<file path="config.mk">
export PLATFORM = sky130hd
export DESIGN_NAME = decoder_arbiter
export DESIGN_NICKNAME = d
export VERILOG_FILES = /design/src/rtl/decoder_arbiter.sv
export SDC_FILE = /design/constraint.sdc
export NUM_CORES = 1
export LEC_CHECK = 0
export BUFFER_PORTS_ARGS = -buffer_cell sky130_fd_sc_hd__buf_4
export CORE_MARGIN = 2
export CORE_UTILIZATION = 46
export CTS_BUF_LIST = sky130_fd_sc_hd__clkbuf_4 sky130_fd_sc_hd__clkbuf_8 sky130_fd_sc_hd__clkbuf_16
export CTS_CLUSTER_DIAMETER = 200
export DETAILED_ROUTE_END_ITERATION = 6
export HOLD_SLACK_MARGIN = 0.03
export PLACE_DENSITY = 0.67
export SLEW_MARGIN = 20
export SYNTH_ARGS = -nofsm -noshare
export SYNTH_HDL_FRONTEND = slang
export SYNTH_SLANG_ARGS = --single-unit
</file>
<file path="constraint.sdc">
create_clock -name clk -period 5.6 [get_ports clk]
set_clock_uncertainty 0.1 [all_clocks]
set_input_delay 0.28 -clock clk [delete_from_list [all_inputs] [get_ports clk]]
set_output_delay 0.28 -clock clk [all_outputs]
set_load 0.02 [all_outputs]
</file>
<file path="src/rtl/decoder_arbiter.sv">
// Round-robin 8-way arbiter: two-state FSM, registered one-hot grant held until release.
// Define ARB_TIMEOUT_EN to cap each tenure at HOLD_MAX cycles with a timeout pulse.
module decoder_arbiter #(
  parameter int N_REQ    = 8,
  parameter int HOLD_MAX = 16
) (
  input  logic             clk,
  input  logic             rst,
  input  logic [N_REQ-1:0] req,
  output logic [N_REQ-1:0] gnt,
  output logic [2:0]       gnt_idx,
  output logic             gnt_valid,
  output logic             timeout
);

  localparam int IW = 3;

  typedef enum logic {IDLE = 1'b0, GRANT = 1'b1} state_t;

  state_t        state, state_nx;
  logic [IW-1:0] ptr, ptr_nx, idx_nx, pick, cand;
  logic          any_req, own_req, hit_limit, found;

  generate
    if (N_REQ != 8 || HOLD_MAX < 1) begin : g_bad_param
      $error("decoder_arbiter: N_REQ must be 8 and HOLD_MAX >= 1");
    end
  endgenerate

  assign any_req = |req;
  assign own_req = req[gnt_idx];

  // First asserted requester scanning ptr, ptr+1, ... with natural 3-bit wrap.
  always_comb begin
    pick  = ptr;
    cand  = '0;
    found = 1'b0;
    for (int k = 0; k < N_REQ; k++) begin
      cand = ptr + IW'(k);
      if (!found && req[cand]) begin
        pick  = cand;
        found = 1'b1;
      end
    end
  end

`ifdef ARB_TIMEOUT_EN
  localparam int CW = $clog2(HOLD_MAX + 1);

  logic [CW-1:0] hold_cnt;
  logic          tmo_q;

  // hold_cnt counts completed GRANT cycles minus one; IDLE keeps it cleared for the next entry.
  assign hit_limit = (hold_cnt == CW'(HOLD_MAX - 1));

  always_ff @(posedge clk or negedge rst) begin
    if (!rst) begin
      hold_cnt <= '0;
      tmo_q    <= 1'b0;
    end else begin
      tmo_q <= (state == GRANT) && own_req && hit_limit;
      if (state == GRANT && state_nx == GRANT) hold_cnt <= hold_cnt + 1'b1;
      else                                     hold_cnt <= '0;
    end
  end

  assign timeout = tmo_q;
`else
  assign hit_limit = 1'b0;
  assign timeout   = 1'b0;
`endif

  // State register
  always_ff @(posedge clk or negedge rst) begin
    if (!rst) begin
      state   <= IDLE;
      gnt_idx <= '0;
      ptr     <= '0;
    end else begin
      state   <= state_nx;
      gnt_idx <= idx_nx;
      ptr     <= ptr_nx;
    end
  end

  // Next-state logic; release takes priority over the tenure limit.
  always_comb begin
    state_nx = state;
    case (state)
      IDLE:    if (any_req) state_nx = GRANT;
      GRANT:   if (!own_req || hit_limit) state_nx = IDLE;
      default: state_nx = IDLE;
    endcase
  end

  // Datapath updates: load index on entry, advance pointer past the grantee on exit.
  always_comb begin
    idx_nx = gnt_idx;
    ptr_nx = ptr;
    if (state == IDLE && any_req) idx_nx = pick;
    if (state == GRANT && state_nx == IDLE) ptr_nx = gnt_idx + 1'b1;
  end

  assign gnt_valid = (state == GRANT);

  generate
    for (genvar i = 0; i < N_REQ; i++) begin : g_dec
      assign gnt[i] = gnt_valid && (gnt_idx == IW'(i));
    end
  endgenerate

endmodule

</file>
# Yosys cells after proc, flatten, opt, wreduce, memory -nomap -nowiden
# Cells that the tools add are included.
# classes
n_addsub	8
magnitude_cmp	9
n_eq_ne	7
n_mux	35
bitwise	2
n_reduce_logical	26
# ops
op	count
less-than comparator 3 x 4 -> 1 bit, second input constant	9
binary-select mux 1 bit (select 3 bit)	9
2-to-1 mux 3 bit	7
2-to-1 mux 1 bit	18
logical AND 1 bit	17
adder 3 bit, second input constant	4
equality test 3 bit, second input constant	4
OR reduction 8 bit	1
zero test 1 bit	7
adder 3 x 1 -> 3 bit, second input constant	2
adder 3 x 2 -> 3 bit, second input constant	2
equality test 3 x 2 -> 1 bit, second input constant	2
equality test 3 x 1 -> 1 bit, second input constant	1
zero test 3 bit	1
inverter 1 bit	2
case mux 1 bit (2 select lines)	1
# word_totals
reg_bits	7
inputBits	10

# Longest topological paths before layout
# Gate-level depths: netlist of the first run.
# logic_depth
depth_word	24
mapped_depth	11
ltp_nobuf	8

# Least setup slack after synthesis of the first run
# No wires, ideal clock.
# synth_path
path_kind	register -> register
from	register ptr[0]
to	register gnt_idx[1]
setup_ps	140
arrival_time_ps	2895
required_ps	5360
setup_slack_ps	2465
path_stages_with_launch	12
n_path_buf	3
path_cell_list	dfrtp_1 buf_4 clkinv_1 ha_1 buf_6 mux2_4 mux4_2 o32ai_2 buf_6 o311ai_0 nor4b_1 a221oi_2
# synth_between
elab_chain_cells	24
# synth_rtl
element	line_no	rtl
start: declaration	21	logic [IW-1:0] ptr, ptr_nx, idx_nx, pick, cand;
start signal: assignment	82	ptr <= ptr_nx;
branches (longest 23 deep; another with adder 3 x 1 -> 3 bit)	--	
2-to-1 mux 3 bit *	40	if (!found && req[cand]) begin
end signal: assignment	81	gnt_idx <= idx_nx;
end: declaration	11	output logic [2:0] gnt_idx,
# Every way passes the cells marked *. The select of a mux whose other input is x is not followed.
# A chain may end at the register's enable or synchronous reset.

# Worst setup path after layout of the first run
# Same ends and word-level chain as after synthesis.

==> flow_summary.ini, run 1 <==
[timing]
rsz0062_at_grt = no
hold_ws_ps = 259
period_share_pct = 74.1
worst_slew_pin_slew_ps = 696
fin_setup_tns_ps = 0
report.final.slew_viol_count = 0
slew_headroom_pct = 53.6
timing.final.crit_period_ps = 4150
setup_viol_count_final = 0
max_freq_mhz = 241
hold_viol = 0

[drt]
viasPerCell = 6.56
post_drt_wl_per_cell_microns = 18.1
dr.pass1.iters = 4
routed_wl_microns = 3470
dr_total_vias = 1253
drc = 0
drt_iter0_drc = 43
ant_nets = 0

[cts]
cts_setup_buffers = 0
cts_buffers = 3
clk_latency_ps = 270
cts_tree = done
cts_num_sinks = 7
clock_path_buffers = 2
htreeDepth = 1
cts-root-buf = clkbuf_4
clkSlewWorstSetupHoldPaths_ps = 50

[worst_setup_path]
cpPeakStageDelay_ps = 700
critical_path_buf_inv_count = 1
cpLargestDelayFamily = compound AO/OA/AOI/OAI gates
crit_path_cell_trace = clkinv_1 -> ha_1 -> mux2_2 -> mux4_2 -> o32ai_2 -> o311ai_0 -> nor4b_1 -> a221oi_2
crit_path_start_kind = flop
slowest_stage = ha_1
worstPathMaxFanout = 12
crit_arrival_ps = 4190
required_ps = 5640
crit_type = reg2reg
endpoint_kind = flop

[synth]
synth_cell_types = 46
synth_edf_count = 0
synth-main-ff-cell = dfrtp_1
async_reset_ff_share_pct = 100
ys_seq_area_share_pct = 12.9
syn_area_sq_mm = 0.00136
synth_cells = 140
yosys_warnings = 0
ys_seq_elements = 7
syn_nets = 158
synth.avg_cell_area_sq_um = 9.68

[placement]
place_hpwl_microns = 2680
portBuffers = 21
gp_congestion = 0.949

[finish]
fin_nets = 179
final_cell_mix = 21 x buf_4, 13 x mux4_2, 13 x nand2_1, 9 x nor2_1
fin_util_pct = 55.5
area_growth_syn_to_layout_pct = 13.9
final_common_cell = buf_4
drive_above_1_share_pct = 31.9
diodes = 0

[floorplan]
start_util_pct = 48.7
core-area_sq_mm = 0.00278
die_x_microns = 58.3
rows = 19
ios = 23
die_h_microns = 58.3
dieArea_sq_mm = 0.00340

[hold_path]
hp-class = in2async

[grt]
grt_max_degree = 14
grt_antenna_before_repair = 0
grt.overflow.total = 0
grt_pass1_wl_microns = 5910
grt_use_total_pct = 23.2
grt_pass1_vias = 1200

[outcome]
status = completed

[job]
cap_violations = 0
==> final timing paths <==
kind                               to  slack (ps)  cells past startpoint  startpoint
min                         gnt_valid         260                      2         rst
min in group clk            gnt_valid         500                      4      req[7]
max                        gnt_idx[1]        1450                      8      ptr[0]
max reg2reg                gnt_idx[1]        1450                      8      ptr[0]
max in group asynchronous  gnt_idx[2]        5010                      2         rst
min reg2reg                 gnt_valid         600                      2   gnt_valid
==> synth_stat cells (all sizes together), types with 3 or more instances <==
library cell  count  area, sq um
mux2              8         97.6
nor4              3         18.8
mux4             14          319
buf               6         47.5
nand2            13         48.8
inv               9         33.8
mux2i             6         60.1
nor2              9         33.8
dfrtp             7          175
a21oi             5         25.0
and2              7         43.8
nand2b            4         25.0
ha                8          100
xor2              3         26.3
and3              4         25.0
==> layer usage <==
metal / global-route usage [%] / part of all wire [%] / vias up
li1: - / - / 584
met1: 29.3 / 42 / 614
met2: 38.8 / 51 / 49
met3: 4.69 / 5.2 / 6
met4: 8.64 / 1.8 / 0
met5: 0 / 0 / -
==> per-stage QoR <==
step / worst slack [ps] / instances / cell area [sq um]
floorplan: 2460 / 140 / 1360
global placement: 1600 / 186 / 1500
detailed placement: 1430 / 186 / 1500
CTS: 1430 / 191 / 1540
global route: 1090 / 191 / 1540
finish: 1450 / 191 / 1540
==> worst register-to-register path, stage by stage (launching register included) <==
cell and delay (ps):
dfrtp_1 660, clkinv_1 370, ha_1 700, mux2_2 410, mux4_2 490, o32ai_2 600
o311ai_0 270, nor4b_1 370, a221oi_2 60
==> cell families (layout without fill, tap and decap cells) <==
logic type      count (synthesis)  count (layout)  synth area share (%)
fa+ha+maj                       8               8                  7.39
buf+inv                        16              36                  6.28
xor+xnor                        4               4                  2.59
simple gates                   49              49                  19.2
compound gates                 27              27                  16.2
mux                            28              28                  35.2
flops                           7               7                  12.9
other cells                     1               1                 0.277
==> repair_timing <==
| action | CTS | global route |
|---|---|---|
| endpoints found under the hold margin | 7 | 0 |
| hold buffers | 1 | 0 |
| gates resized for setup | 0 | 0 |
==> registers in the layout, summed over array words and instances, names as in the netlist <==
register / cells
gnt_valid: 1
gnt_idx: 3
ptr: 3
==> final cells by class <==
class | count | area (sq um)
fill | 243 | 1240
multi-input combinational | 117 | 1090
sequential | 7 | 175
timing repair buffer | 22 | 168
tap | 31 | 38.8
inverter | 10 | 37.5
clock buffer | 4 | 30.0
Power of run 1 is not shown: default switching activity piles up to over one toggle a cycle in this logic, so the estimate is an artifact.
==> run 2, diff against run 1 <==
Clock period 5.6 ns to 4.13 ns, I/O delays scaled along.
==> run 2 against run 1 <==
Effect of this change:
- worst setup slack got worse by 1000 ps
- design area up 0.97%
- critical path depth unchanged
- sequential cell count unchanged
- hold slack worse by 18 ps
- via count rose by 2.3%
- first-iteration DRC count rose by 47%
- wire length increased by 2.3%
- fmax up 13%
- register-to-register slack got worse by 1000 ps
- highest routed layer unchanged
==> flow_summary.ini, run 2 (synthesized netlist as in run 1, its figures left out) <==
[outcome]
status = completed

[cts]
clkSlewWorstSetupHoldPaths_ps = 60
cts_tree = done
post_cts_resized = 0
htreeDepth = 1
clk_latency_ps = 260
cts_buffers = 3
cts_num_sinks = 7
cts-root-buf = clkbuf_4
clock_path_buffers = 2
cts_setup_buffers = 0

[grt]
grt_pass1_vias = 1189
grt.overflow.total = 0
grt_use_total_pct = 22.7
grt_max_degree = 13
grt_antenna_before_repair = 0
grt_pass1_wl_microns = 5890

[timing]
period_share_pct = 89.3
max_freq_mhz = 271
slew_headroom_pct = 55.3
setup_viol_count_final = 0
report.final.slew_viol_count = 0
timing.final.crit_period_ps = 3690
fin_setup_tns_ps = 0
hold_viol = 0
hold_ws_ps = 241
worst_slew_pin_slew_ps = 670
rsz0062_at_grt = no

[finish]
final_cell_mix = 23 x buf_4, 13 x mux4_2, 13 x nand2_1, 9 x nor2_1
diodes = 0
drive_above_1_share_pct = 32.7
area_growth_syn_to_layout_pct = 15.1
stdcell_count = 193
final.fill_count = 231
fin_util_pct = 56.1
final_common_cell = buf_4
fin_nets = 181

[placement]
portBuffers = 21
dp.cells = 188
place_hpwl_microns = 2720
gp_congestion = 0.951

[worst_setup_path]
required_ps = 4160
rrSetupSlack_ps = 440
r2r-end = gnt_idx[1]
worstPathMaxFanout = 12
r2r-start = ptr[0]
crit_arrival_ps = 3720
crit_path_start_kind = flop
reg2regPathDepth = 8
crit_type = reg2reg
endpoint_kind = flop

[floorplan]
die_h_microns = 58.3
dieArea_sq_mm = 0.00340
rows = 19
ios = 23
start_util_pct = 48.7
die_x_microns = 58.3
core-area_sq_mm = 0.00278

[drt]
post_drt_wl_per_cell_microns = 18.4
drt_iter0_drc = 63
dr_total_vias = 1282
viasPerCell = 6.64
ant_nets = 0
routed_wl_microns = 3550
dr.pass1.iters = 4
drc = 0

[hold_path]
hp-class = in2async

[job]
cap_violations = 0
==> run 2: how the worst max path moves through the flow <==
| stage | cells after the start | from | slack, ps | end |
|---|---|---|---|---|
| floorplan | 11 | ptr[0] | 990 | gnt_idx[1] |
| global placement | 8 | ptr[0] | 630 | gnt_idx[1] |
| detailed placement | 8 | ptr[0] | 500 | gnt_idx[1] |
| CTS | 8 | ptr[0] | 480 | gnt_idx[1] |
| global route | 8 | ptr[0] | 210 | gnt_idx[1] |
| finish | 8 | ptr[0] | 440 | gnt_idx[1] |
==> run 2: worst max-delay path: stages (launching register included) <==
cell and delay, ps:
dfrtp_1 350, clkinv_1 210, ha_1 690, mux2_2 400, mux4_2 480, o32ai_2 580, o311ai_0 310, nor4b_1 380
a221oi_2 50
==> run 2: final cells by class <==
type / count / area [sq um] / share of cell area, %
Timing Repair Buffer: 24 / 183 / 11.7
Sequential cell: 7 / 175 / 11.2
Tap cell: 31 / 38.8 / 2.49
Multi-Input combinational cell: 117 / 1090 / 70.2
Clock buffer: 4 / 30.0 / 1.93
Inverter: 10 / 37.5 / 2.41
==> run 2: metrics by stage <==
step	setup WS, ps	area [sq um]
floorplan	995	1360
global placement	627	1520
detailed placement	500	1520
CTS	482	1560
global route	208	1560
finish	441	1560
==> run 2: timing repair <==
| item | in CTS | in global routing |
|---|---|---|
| setup endpoints to repair | 0 | 0 |
| hold buffers | 1 | 0 |
| endpoints found under the hold margin | 7 | 0 |
==> run 2: metal layers <==
layer  routed length, microns  vias to the layer above  track usage [%]
li1                         -                      587                -
met1                     1490                      631             31.9
met2                     1730                       55             35.0
met3                      248                        9             4.24
met4                       77                        0             7.64
met5                        0                        -                0
Power of run 2 is left out for the same reason.
